==> config.mk <==
export PLATFORM = sky130hd
export DESIGN_NAME = gpu_mem_arbiter
export DESIGN_NICKNAME = d
export VERILOG_FILES = /design/src/rtl/gpu_mem_arbiter.sv
export SDC_FILE = /design/constraint.sdc
export NUM_CORES = 1
export LEC_CHECK = 0
export ABC_AREA = 1
export BUFFER_PORTS_ARGS = -buffer_cell sky130_fd_sc_hd__buf_2
export CAP_MARGIN = 10
export CELL_PAD_IN_SITES_DETAIL_PLACEMENT = 1
export CELL_PAD_IN_SITES_GLOBAL_PLACEMENT = 1
export CORE_AREA = 2 2 437 439
export CTS_CLUSTER_DIAMETER = 30
export DETAILED_ROUTE_END_ITERATION = 8
export DIE_AREA = 0 0 439 441
export PLACE_DENSITY = 0.38
export SLEW_MARGIN = 30
export SYNTH_ARGS = -nofsm -noshare
export SYNTH_HDL_FRONTEND = slang
export SYNTH_SLANG_ARGS = --single-unit
==> constraint.sdc <==
create_clock -name clk -period 63.4 [get_ports clk]
set_input_delay 9.51 -clock clk [delete_from_list [all_inputs] [get_ports clk]]
set_output_delay 9.51 -clock clk [all_outputs]
set_load 0.05 [all_outputs]
==> src/rtl/gpu_mem_arbiter.sv <==
// Two-client memory arbiter: a GPU core (A) and display scanout (B) share one
// memory port. Each client has a single request slot; one memory operation
// is in flight at a time. Reads wait for returned data with a timeout.
module gpu_mem_arbiter #(
    parameter int TIMEOUT_CYC = 1023
) (
    input  logic         clk,
    input  logic         i_rst,
    // GPU core client
    input  logic         i_a_command,
    input  logic         i_a_write,
    input  logic [1:0]   i_a_commandSize,
    input  logic [14:0]  i_a_adr,
    input  logic [2:0]   i_a_subadr,
    input  logic [15:0]  i_a_writeMask,
    input  logic [255:0] i_a_dataOut,
    output logic         o_a_busy,
    output logic         o_a_dataInValid,
    // display scanout client (32-byte reads only)
    input  logic         i_b_command,
    input  logic [14:0]  i_b_adr,
    input  logic         i_b_urgent,
    output logic         o_b_busy,
    output logic         o_b_dataInValid,
    // shared read data
    output logic [255:0] o_dataIn,
    // memory side
    output logic         o_command,
    output logic         o_write,
    output logic [1:0]   o_commandSize,
    output logic [14:0]  o_adr,
    output logic [2:0]   o_subadr,
    output logic [15:0]  o_writeMask,
    output logic [255:0] o_dataOut,
    input  logic         i_busy,
    input  logic         i_dataInValid,
    input  logic [255:0] i_dataIn,
    output logic         o_err_timeout
);

    localparam int CW = (TIMEOUT_CYC < 2) ? 1 : $clog2(TIMEOUT_CYC + 1);

    typedef enum logic [1:0] {IDLE, ISSUE, WAIT_DATA} state_t;

    state_t         state;
    logic           a_full, b_full;
    logic           a_write;
    logic [1:0]     a_size;
    logic [14:0]    a_adr;
    logic [2:0]     a_subadr;
    logic [15:0]    a_mask;
    logic [255:0]   a_data;
    logic [14:0]    b_adr;
    logic           last_b;   // last client granted was B
    logic           owner_b;  // client owning the current operation is B
    logic [CW-1:0]  cnt;

    logic pick_b, accept, data_done, timeout, release_op;

    // B wins when urgent, when it is the only one pending, or on a tie when A went last
    assign pick_b     = b_full && (i_b_urgent || !a_full || !last_b);
    assign accept     = (state == ISSUE) && !i_busy;
    assign data_done  = (state == WAIT_DATA) && i_dataInValid;
    assign timeout    = (state == WAIT_DATA) && !i_dataInValid && (cnt == CW'(TIMEOUT_CYC - 1));
    assign release_op = (accept && o_write) || data_done || timeout;

    assign o_a_busy        = a_full;
    assign o_b_busy        = b_full;
    assign o_a_dataInValid = data_done && !owner_b;
    assign o_b_dataInValid = data_done && owner_b;
    assign o_dataIn        = i_rst ? '0 : i_dataIn;

    // A request slot: load on a pulse when empty, free when its operation ends
    always_ff @(posedge clk or posedge i_rst) begin
        if (i_rst) begin
            a_full   <= 1'b0;
            a_write  <= 1'b0;
            a_size   <= '0;
            a_adr    <= '0;
            a_subadr <= '0;
            a_mask   <= '0;
            a_data   <= '0;
        end else if (!a_full && i_a_command) begin
            a_full   <= 1'b1;
            a_write  <= i_a_write;
            a_size   <= i_a_commandSize;
            a_adr    <= i_a_adr;
            a_subadr <= i_a_subadr;
            a_mask   <= i_a_writeMask;
            a_data   <= i_a_dataOut;
        end else if (release_op && !owner_b) begin
            a_full   <= 1'b0;
        end
    end

    // B request slot: only the block address needs storing
    always_ff @(posedge clk or posedge i_rst) begin
        if (i_rst) begin
            b_full <= 1'b0;
            b_adr  <= '0;
        end else if (!b_full && i_b_command) begin
            b_full <= 1'b1;
            b_adr  <= i_b_adr;
        end else if (release_op && owner_b) begin
            b_full <= 1'b0;
        end
    end

    // Arbitration FSM with registered memory-side outputs
    always_ff @(posedge clk or posedge i_rst) begin
        if (i_rst) begin
            state         <= IDLE;
            o_command     <= 1'b0;
            o_write       <= 1'b0;
            o_commandSize <= '0;
            o_adr         <= '0;
            o_subadr      <= '0;
            o_writeMask   <= '0;
            o_dataOut     <= '0;
            owner_b       <= 1'b0;
            last_b        <= 1'b1;
            cnt           <= '0;
            o_err_timeout <= 1'b0;
        end else begin
            case (state)
                IDLE: begin
                    if (a_full || b_full) begin
                        state     <= ISSUE;
                        o_command <= 1'b1;
                        owner_b   <= pick_b;
                        last_b    <= pick_b;
                        if (pick_b) begin
                            o_write       <= 1'b0;
                            o_commandSize <= 2'd1;
                            o_adr         <= b_adr;
                            o_subadr      <= '0;
                            o_writeMask   <= '0;
                            o_dataOut     <= '0;
                        end else begin
                            o_write       <= a_write;
                            o_commandSize <= a_size;
                            o_adr         <= a_adr;
                            o_subadr      <= a_subadr;
                            o_writeMask   <= a_mask;
                            o_dataOut     <= a_data;
                        end
                    end
                end
                ISSUE: begin
                    if (accept) begin
                        o_command <= 1'b0;
                        cnt       <= '0;
                        state     <= o_write ? IDLE : WAIT_DATA;
                    end
                end
                WAIT_DATA: begin
                    if (i_dataInValid) begin
                        state <= IDLE;
                    end else if (timeout) begin
                        o_err_timeout <= 1'b1;
                        state         <= IDLE;
                    end else begin
                        cnt <= cnt + 1'b1;
                    end
                end
                default: state <= IDLE;
            endcase
        end
    end

endmodule

== Word level (Yosys, flattened, before mapping) ==
Index checks and enable logic that the tools add are counted.

* Output and inout bits: 555
* RAM bits: 0
* ROM bits: 0
* Bits in latches: 0
* Memories: 0
* Bits in registers: 619
* Input port bits: 571

* Div/mod/pow operators: 0
* Shift operators: 0
* Bitwise logic cells: 1
* Reductions and logical operators: 33
* Add/subtract/negate cells: 1
* Muxes and demuxes: 24
* Equal/unequal tests: 8
* Multiply operators: 0
* Order comparisons: 0

{| class="wikitable"
|+ Operator list
! kind !! count
|-
| 2-to-1 mux 256 bit || 2
|-
| 2-to-1 mux 10 bit || 3
|-
| case mux 10 bit (2 select lines) || 1
|-
| 2-to-1 mux 16 bit || 1
|-
| 2-to-1 mux 15 bit || 1
|-
| logical AND 1 bit || 12
|-
| 2-to-1 mux 2 bit || 6
|-
| adder 10 x 1 -> 10 bit (second input constant) || 1
|-
| equality test 10 bit (second input constant) || 1
|-
| AND reduction 3 bit || 3
|-
| inequality test 2 bit (second input constant) || 4
|-
| nonzero test 2 bit || 4
|-
| 2-to-1 mux 1 bit || 7
|-
| zero test 1 bit || 6
|-
| case mux 2 bit (3 select lines) || 1
|-
| logical OR 1 bit || 5
|-
| AND reduction 4 bit || 1
|-
| 2-to-1 mux 3 bit || 1
|-
| inequality test 3 bit (second input constant) || 1
|-
| equality test 2 x 1 -> 1 bit (second input constant) || 1
|-
| equality test 2 bit (second input constant) || 1
|-
| zero test 2 bit || 1
|-
| case mux 1 bit (2 select lines) || 1
|-
| AND reduction 2 bit || 1
|-
| inverter 1 bit || 1
|}

== Logic depth before layout (Yosys ltp) ==
Gate-level depths: netlist of the first run.

* Word-level depth: 8
* Depth in mapped cells: 10
* Mapped depth without buffers: 10

== Worst setup path after synthesis of the first run ==
OpenSTA, ideal clock, no wires.

* Path kind: input-to-output
* From: input port i_rst
* To: output port o_dataIn[226]
* Slack: 43,183 ps
* Required time: 53,890 ps
* Stages: 4
* Buffers on the path: 3
* Data arrival time: 10,707 ps
* Cells stage by stage: clkbuf_1 > clkbuf_1 > clkbuf_1 > nor2_1

* Longest elaborated chain between the ends: 1

{| class="wikitable"
|+ Ends and longest elaborated chain
! item !! RTL line !! source
|-
| start: declaration || 8 || <nowiki>input logic i_rst,</nowiki>
|-
| 2-to-1 mux 256 bit || 71 || <nowiki>assign o_dataIn = i_rst ? '0 : i_dataIn;</nowiki>
|-
| end: declaration || 26 || <nowiki>output logic [255:0] o_dataIn,</nowiki>
|}

No other way between the ends.

== Worst setup path after layout of the first run ==
* From: input port i_rst
* To: output port o_dataIn[53]

Same word-level chain as after synthesis.

==> flow_metrics.env, run 1 <==
export IMPL_htree_levels=4
export IMPL_syn_inst=2615
export IMPL_ir_drop_v=0.0000384
export IMPL_core_area_um2=189000
export IMPL_critPathArrivalTime_ps=11980
export IMPL_cts_num_sinks=619
export IMPL_fin_worst_skew_ps=93.0
export IMPL_drt_wirelength_per_cell_um=27.0
export IMPL_grt_pass1_wl_mm=230
export IMPL_fin_setup_tns_ps=0
export IMPL_clockBufferDepth=3
export IMPL_ant_nets=0
export IMPL_antenna_found_initial=169
export IMPL_grt_pass1_vias=24600
export IMPL_vias_per_cell=3.63
export IMPL_via_count=23700
export IMPL_grt_max_degree=211
export IMPL_yosysSeqAreaShare_pct=59.3
export IMPL_worstSetupPathType="primary input to output port"
export IMPL_fp_dieH_um=441
export IMPL_syn_area_um2=26100
export IMPL_startpoint_type="primary input"
export IMPL_finalSetupViolCount=0
export IMPL_cp_max_fo=120
export IMPL_cts_setup_buffers=0
export IMPL_cts_root_buf="clkbuf_16"
export IMPL_critPathRequiredTime_ps=53890
export IMPL_portBuffers=1125
export IMPL_first_iter_violations=883
export IMPL_routed_wirelength_mm=177
export IMPL_gp_congestion=0.904
export IMPL_p_leak_nw=21.3
export IMPL_initial_core_util_pct=13.8
export IMPL_cts_resized=0
export IMPL_clkLatencyLatePin_ps=850
export IMPL_tightest_slew_ps=938
export IMPL_dieArea_um2=194000
export IMPL_ys_warnings_count=0
export IMPL_syn2layout_area_growth_pct=60.3
export IMPL_clkTransAtPathRegs_ps=40
export IMPL_hpwl_mm=141
export IMPL_yosys_cell_types_count=24
export IMPL_drive_above_1_share_pct=45.2
export IMPL_hold_viol_final=0
export IMPL_n_fill_cell=21900
export IMPL_maxSlewHeadroom_pct=37.5
export IMPL_syn_nets=3188
export IMPL_grt_total_usage_pct=17.7
export IMPL_io_pins=1126
export IMPL_cts_hold_buffers=0
export IMPL_slowest_delay_ps=660
export IMPL_cts_tree="done"
export IMPL_powerDensity_nw_per_um2=66.4
export IMPL_die_x_um=439
export IMPL_critical_path_slowest_cell="buf_4"
export IMPL_final_max_slew_viol_count=0
export IMPL_drc=0
export IMPL_overflow=0
export IMPL_hp_class="flop to flop"
export IMPL_rsz0062_at_grt="no"
export IMPL_final_util_pct=22.1
export IMPL_period_share_pct=33.9
export IMPL_synth_seq_cells=619
export IMPL_drv_cap=0
export IMPL_worst_setup_path_end_kind="output port"
export IMPL_status="completed"
export IMPL_fmax_ghz=0.0465
export IMPL_finalCriticalPeriod_ps=21490
export IMPL_cts_buffers=218
export IMPL_cp_cell_sequence="clkbuf_8 > buf_4 > buf_6 > nor2_1 > buf_2"
export IMPL_rows=160
export IMPL_first_pass_iters=4
export IMPL_nets=4399
export IMPL_postSynthAreaPerCell_um2=9.98
-- path summary, 6_finish.rpt --
check | start | endpoint | slack, ps | cells past startpoint
max | i_rst | o_dataIn[53] | 41910 | 5
min | o_command$_DFFE_PP0P_ | o_command$_DFFE_PP0P_ | 470 | 2
max reg2reg | o_a_busy$_DFFE_PP0P_ | a_data[122]$_DFFE_PP0P_ | 59650 | 6
min reg2reg | o_command$_DFFE_PP0P_ | o_command$_DFFE_PP0P_ | 470 | 2
max in group asynchronous | i_rst | o_dataOut[167]$_DFFE_PP0P_ | 51780 | 5
min in group asynchronous | i_rst | a_data[21]$_DFFE_PP0P_ | 9450 | 2
-- cell usage in the layout, fill, tap and decap left out --
| cell type | count |
|---|---|
| buf_2 | 1124 |
| dfrtp_1 | 618 |
| nand2_1 | 614 |
| mux2_2 | 308 |
| nor2_1 | 287 |
| inv_1 | 278 |
| o21ai_1 | 278 |
| clkbuf_16 | 219 |
| clkbuf_1 | 63 |
| clkbuf_8 | 61 |
| clkinv_2 | 43 |
| a21oi_1 | 33 |
| diode_2 | 15 |
| nand3_1 | 13 |
| clkinv_16 | 13 |
| buf_4 | 13 |
| bufinv_16 | 12 |
| o21ai_0 | 8 |
| buf_6 | 6 |
| buf_12 | 4 |
| inv_2 | 3 |
| nand4_1 | 3 |
| xor2_1 | 3 |
| nand2_4 | 2 |
| ha_1 | 2 |
| buf_16 | 2 |
| o211ai_4 | 1 |
| inv_8 | 1 |
| nand2_2 | 1 |
| a21o_1 | 1 |
| xnor2_1 | 1 |
| inv_16 | 1 |
| dfstp_2 | 1 |
-- synthesized netlist by cell type (all sizes together) --
master,n,area [µm²]
dfrtp,618,15500
nand4,3,18.8
a21oi,33,165
xnor2,1,8.76
nand3,13,65.1
o211ai,1,12.5
inv,282,1060
xor2,3,26.3
buf,106,701
nor2,287,1080
mux2,308,3470
nand2,617,2320
dfstp,1,26.3
ha,2,25.0
clkbuf,53,226
a21o,1,7.51
o21ai,286,1430
-- area by class of cell --
class | instances | area [µm²] | share of cell area, %
diodes | 15 | 37.5 | 0.0897
clock buffers | 342 | 6540 | 15.6
clock inverters | 69 | 986 | 2.36
inverters | 282 | 1070 | 2.55
multi-input cells | 1555 | 8650 | 20.7
flip-flops and latches | 619 | 15500 | 37.0
well taps | 2511 | 3140 | 7.51
repair buffers | 1150 | 5940 | 14.2
-- per-layer routing --
metal  vias to the layer above  global-route usage, %  share of wire (%)  routed length [µm]
li1                      10800                      -                  -                   -
met5                         -                      0               0.32                 569
met2                      1000                   33.2                 53               93600
met1                     11400                   18.1                 35               62500
met3                       491                   5.40                6.4               11400
met4                        86                   7.77                5.0                8920
-- through the flow --
| stage | power [mW] | cell area, µm² | hold slack, ps | instances | setup WS (ps) |
|---|---|---|---|---|---|
| floorplan | 1.42 | 26100 | 447 | 2615 | 36070 |
| global placement | 1.74 | 34200 | 453 | 6115 | 41620 |
| detailed placement | 1.76 | 34200 | 461 | 6116 | 41610 |
| CTS | 2.84 | 41800 | 471 | 6527 | 41600 |
| global route | 2.94 | 41800 | 498 | 6536 | 41700 |
| finish | 2.78 | 41900 | 467 | 6543 | 41910 |
-- state kept, by name, indices dropped and copies added (netlist names) --
signal         count
a_data           256
last_b             1
a_adr             15
b_adr             15
owner_b            1
o_a_busy           1
a_size             2
o_err_timeout      1
o_write            1
cnt               10
o_adr             15
o_b_busy           1
a_write            1
a_subadr           3
o_writeMask       16
o_dataOut        256
o_subadr           3
state              2
a_mask            16
o_commandSize      2
o_command          1
-- cells by family after synthesis --
| kind of cell | count (synthesis) | share of synthesized area, % |
|---|---|---|
| AOI/OAI and AO/OA | 321 | 6.19 |
| xor gates and xnor gates | 4 | 0.134 |
| adders and majority gates | 2 | 0.0959 |
| buffers and inverters | 441 | 7.61 |
| DFF | 619 | 59.3 |
| muxes | 308 | 13.3 |
| and+or+nand+nor | 920 | 13.3 |
-- power breakdown --
| part | total (mW) | switching [mW] | internal (mW) |
|---|---|---|---|
| clock | 1.06 | 0.311 | 0.748 |
| combinational | 1.02 | 0.762 | 0.261 |
| sequential | 0.695 | 0.101 | 0.594 |
| total | 2.78 | 1.17 | 1.60 |
-- worst max-delay path: cells and delay by family --
family / cells / cell delay [ps]
and+or+nand+nor: 1 / 130
buffers and inverters: 4 / 2160
Power figures use the tool's default switching activity.
==> run 2: changes to the inputs <==
Settings changed: ABC_AREA 1 to 0, CORE_AREA 2 2 437 439 to 2 2 432 434, DIE_AREA 0 0 439 441 to 0 0 434 436, PLACE_DENSITY 0.38 to 0.37.
Clock period 63.4 ns to 22.5 ns, I/O delays scaled along.
==> run 2 against run 1 <==
  * First-iteration DRC count is 1.8% lower
  * Critical endpoint is now o_dataIn[175]
  * Clock skew is 38 ps lower
  * Synthesized area is 1.6% lower
  * Worst hold slack worse by 28 ps
  * Die area is 2.3% lower
  * Power is 140% higher
  * Final cell count is 3.0% lower
  * Sequential power grew to 2.5 times the previous value
  * Largest power group unchanged
  * Clock power grew to 2.7 times the previous value
  * Count of clock-buffer cells in the layout is 22 lower
  * Setup slack worse by 28000 ps
  * Flip-flop and latch count stayed put
==> flow_metrics.env, run 2 <==
export IMPL_top_regs="a_data: 256 flops, o_dataOut: 256 flops"
export IMPL_syn_inst=2317
export IMPL_critPathArrivalTime_ps=5690
export IMPL_drc=0
export IMPL_drive_above_1_share_pct=48.9
export IMPL_dieArea_um2=189000
export IMPL_first_pass_iters=4
export IMPL_drt_wirelength_per_cell_um=25.5
export IMPL_synth_area_top_cells="dfrtp_1 60%, mux2_2 14%, nand2_1 8.8%"
export IMPL_via_count=23200
export IMPL_maxSlewHeadroom_pct=37.3
export IMPL_synth_top_cells_by_count="618 x dfrtp_1, 601 x nand2_1, 308 x mux2_2, 279 x nand3_1, 260 x nor2b_1"
export IMPL_synth_top_area_cell="dfrtp_1"
export IMPL_seqCellArea_um2=15500
export IMPL_cp_max_fo=111
export IMPL_cts_tree="done"
export IMPL_syn_area_um2=25700
export IMPL_fp_dieH_um=436
export IMPL_yosysSeqAreaShare_pct=60.3
export IMPL_synth_seq_cells=619
export IMPL_worst_setup_path_end_kind="output port"
export IMPL_fin_setup_tns_ps=0
export IMPL_hp_class="flop to flop"
export IMPL_syn_nets=2890
export IMPL_cts_num_sinks=619
export IMPL_period_share_pct=40.3
export IMPL_layout_common_cells="1,124 x buf_2, 618 x dfrtp_1, 601 x nand2_1"
export IMPL_io_pins=1126
export IMPL_clkTransAtPathRegs_ps=40
export IMPL_fin_worst_skew_ps=55.0
export IMPL_cts_hold_buffers=0
export IMPL_startpoint_type="primary input"
export IMPL_vias_per_cell=3.66
export IMPL_portBuffers=1125
export IMPL_synth_edf_count=0
export IMPL_powerDensity_nw_per_um2=162
export IMPL_cts_root_buf="clkbuf_16"
export IMPL_status="completed"
export IMPL_synth_top_area_share_pct=60.2
export IMPL_yosys_cell_types_count=38
export IMPL_rsz0062_at_grt="no"
export IMPL_hpwl_mm=122
export IMPL_drv_cap=0
export IMPL_first_iter_violations=867
export IMPL_ys_warnings_count=0
export IMPL_syn2layout_area_growth_pct=62.2
export IMPL_nets=4093
export IMPL_gp_congestion=0.954
export IMPL_tightest_slew_ps=941
export IMPL_initial_core_util_pct=13.9
export IMPL_ant_nets=0
export IMPL_cts_setup_buffers=0
export IMPL_critPathRequiredTime_ps=19120
export IMPL_grt_total_usage_pct=16.6
export IMPL_placedCellCount=5785
export IMPL_synth_most_common_cell="dfrtp_1"
export IMPL_hold_viol_final=0
export IMPL_routed_wirelength_mm=162
export IMPL_overflow=0
export IMPL_grt_pass1_vias=24000
export IMPL_die_x_um=434
export IMPL_n_fill_cell=21400
export IMPL_multiInputGateArea_um2=9360
export IMPL_cts_buffers=209
export IMPL_final_common_cell="buf_2"
export IMPL_postSynthAreaPerCell_um2=11.1
export IMPL_clockBufferDepth=3
export IMPL_synthFlopType="dfrtp_1"
export IMPL_synthArstFlopShare_pct=100
export IMPL_p_leak_nw=20.9
export IMPL_fin_total_pwr_mw=6.73
export IMPL_worstSetupPathType="primary input to output port"
export IMPL_htree_levels=4
export IMPL_grt_max_degree=170
export IMPL_grt_pass1_wl_mm=214
export IMPL_core_area_um2=185000
export IMPL_fin_cells=6344
export IMPL_cts_resized=0
export IMPL_fmax_ghz=0.110
export IMPL_clkLatencyLatePin_ps=850
export IMPL_ir_drop_v=0.0000911
export IMPL_antenna_found_initial=139
export IMPL_finalSetupViolCount=0
export IMPL_rows=158
export IMPL_final_max_slew_viol_count=0
export IMPL_finalCriticalPeriod_ps=9060
run 2: cells by family after synthesis:
group                      after synthesis  share of synthesized area [%]
AOI/OAI and AO/OA                       36                          0.984
and+or+nand+nor                       1178                           21.4
DFF                                    619                           60.3
buffers and inverters                  166                           3.45
muxes                                  312                           13.7
xor gates and xnor gates                 4                          0.136
adders and majority gates                2                         0.0974
run 2: cell type report:
type | count | area share, %
sequential | 619 | 37.2
multi-input combinational | 1532 | 22.5
clock buffer | 320 | 15.0
timing repair buffer | 1154 | 14.5
tap | 2480 | 7.45
clock inverter | 65 | 2.32
antenna | 170 | 1.02
inverter | 4 | 0.0541
run 2: final timing paths:
check	endpoint	slack [ps]	cells after the start	from
worst min register to register	o_dataOut[243]$_DFFE_PP0P_	440	2	a_data[243]$_DFFE_PP0P_
worst max-delay path	o_dataIn[175]	13440	5	i_rst
min in group asynchronous	o_dataOut[174]$_DFFE_PP0P_	3830	4	i_rst
worst min-delay path	o_dataOut[243]$_DFFE_PP0P_	440	2	a_data[243]$_DFFE_PP0P_
worst max register to register	a_data[80]$_DFFE_PP0P_	18430	6	o_a_busy$_DFFE_PP0P_
max in group asynchronous	a_data[11]$_DFFE_PP0P_	15790	8	i_rst
run 2: worst max-delay path, cell delays in order:
cell	delay, ps
clkbuf_8	430
buf_4	650
buf_6	660
nor2b_1	140
buf_2	260
run 2: routing by layer:
layer / GRT usage [%] / wire length [µm]
met1: 15.5 / 51900
met2: 32.0 / 91500
met3: 5.36 / 11100
met4: 8.05 / 6980
met5: 0 / 475
run 2: metrics by stage:
| stage | hold WS, ps | setup slack, ps | area [µm²] | util, % |
|---|---|---|---|---|
| 2_1_floorplan | 446 | 1640 | 25700 | - |
| 3_3_place_gp | 445 | 13300 | 33900 | 18.3 |
| 3_5_place_dp | 450 | 13170 | 33900 | 18.4 |
| 4_1_cts | 442 | 13160 | 41100 | 22.3 |
| 5_1_grt | 479 | 13260 | 41600 | 22.5 |
| 6_report | 439 | 13440 | 41700 | 22.6 |
run 2: power breakdown:
group	internal (mW)	switching, mW
Combinational	0.608	1.47
Sequential	1.55	0.221
Clock	2.03	0.854
Total	4.18	2.55
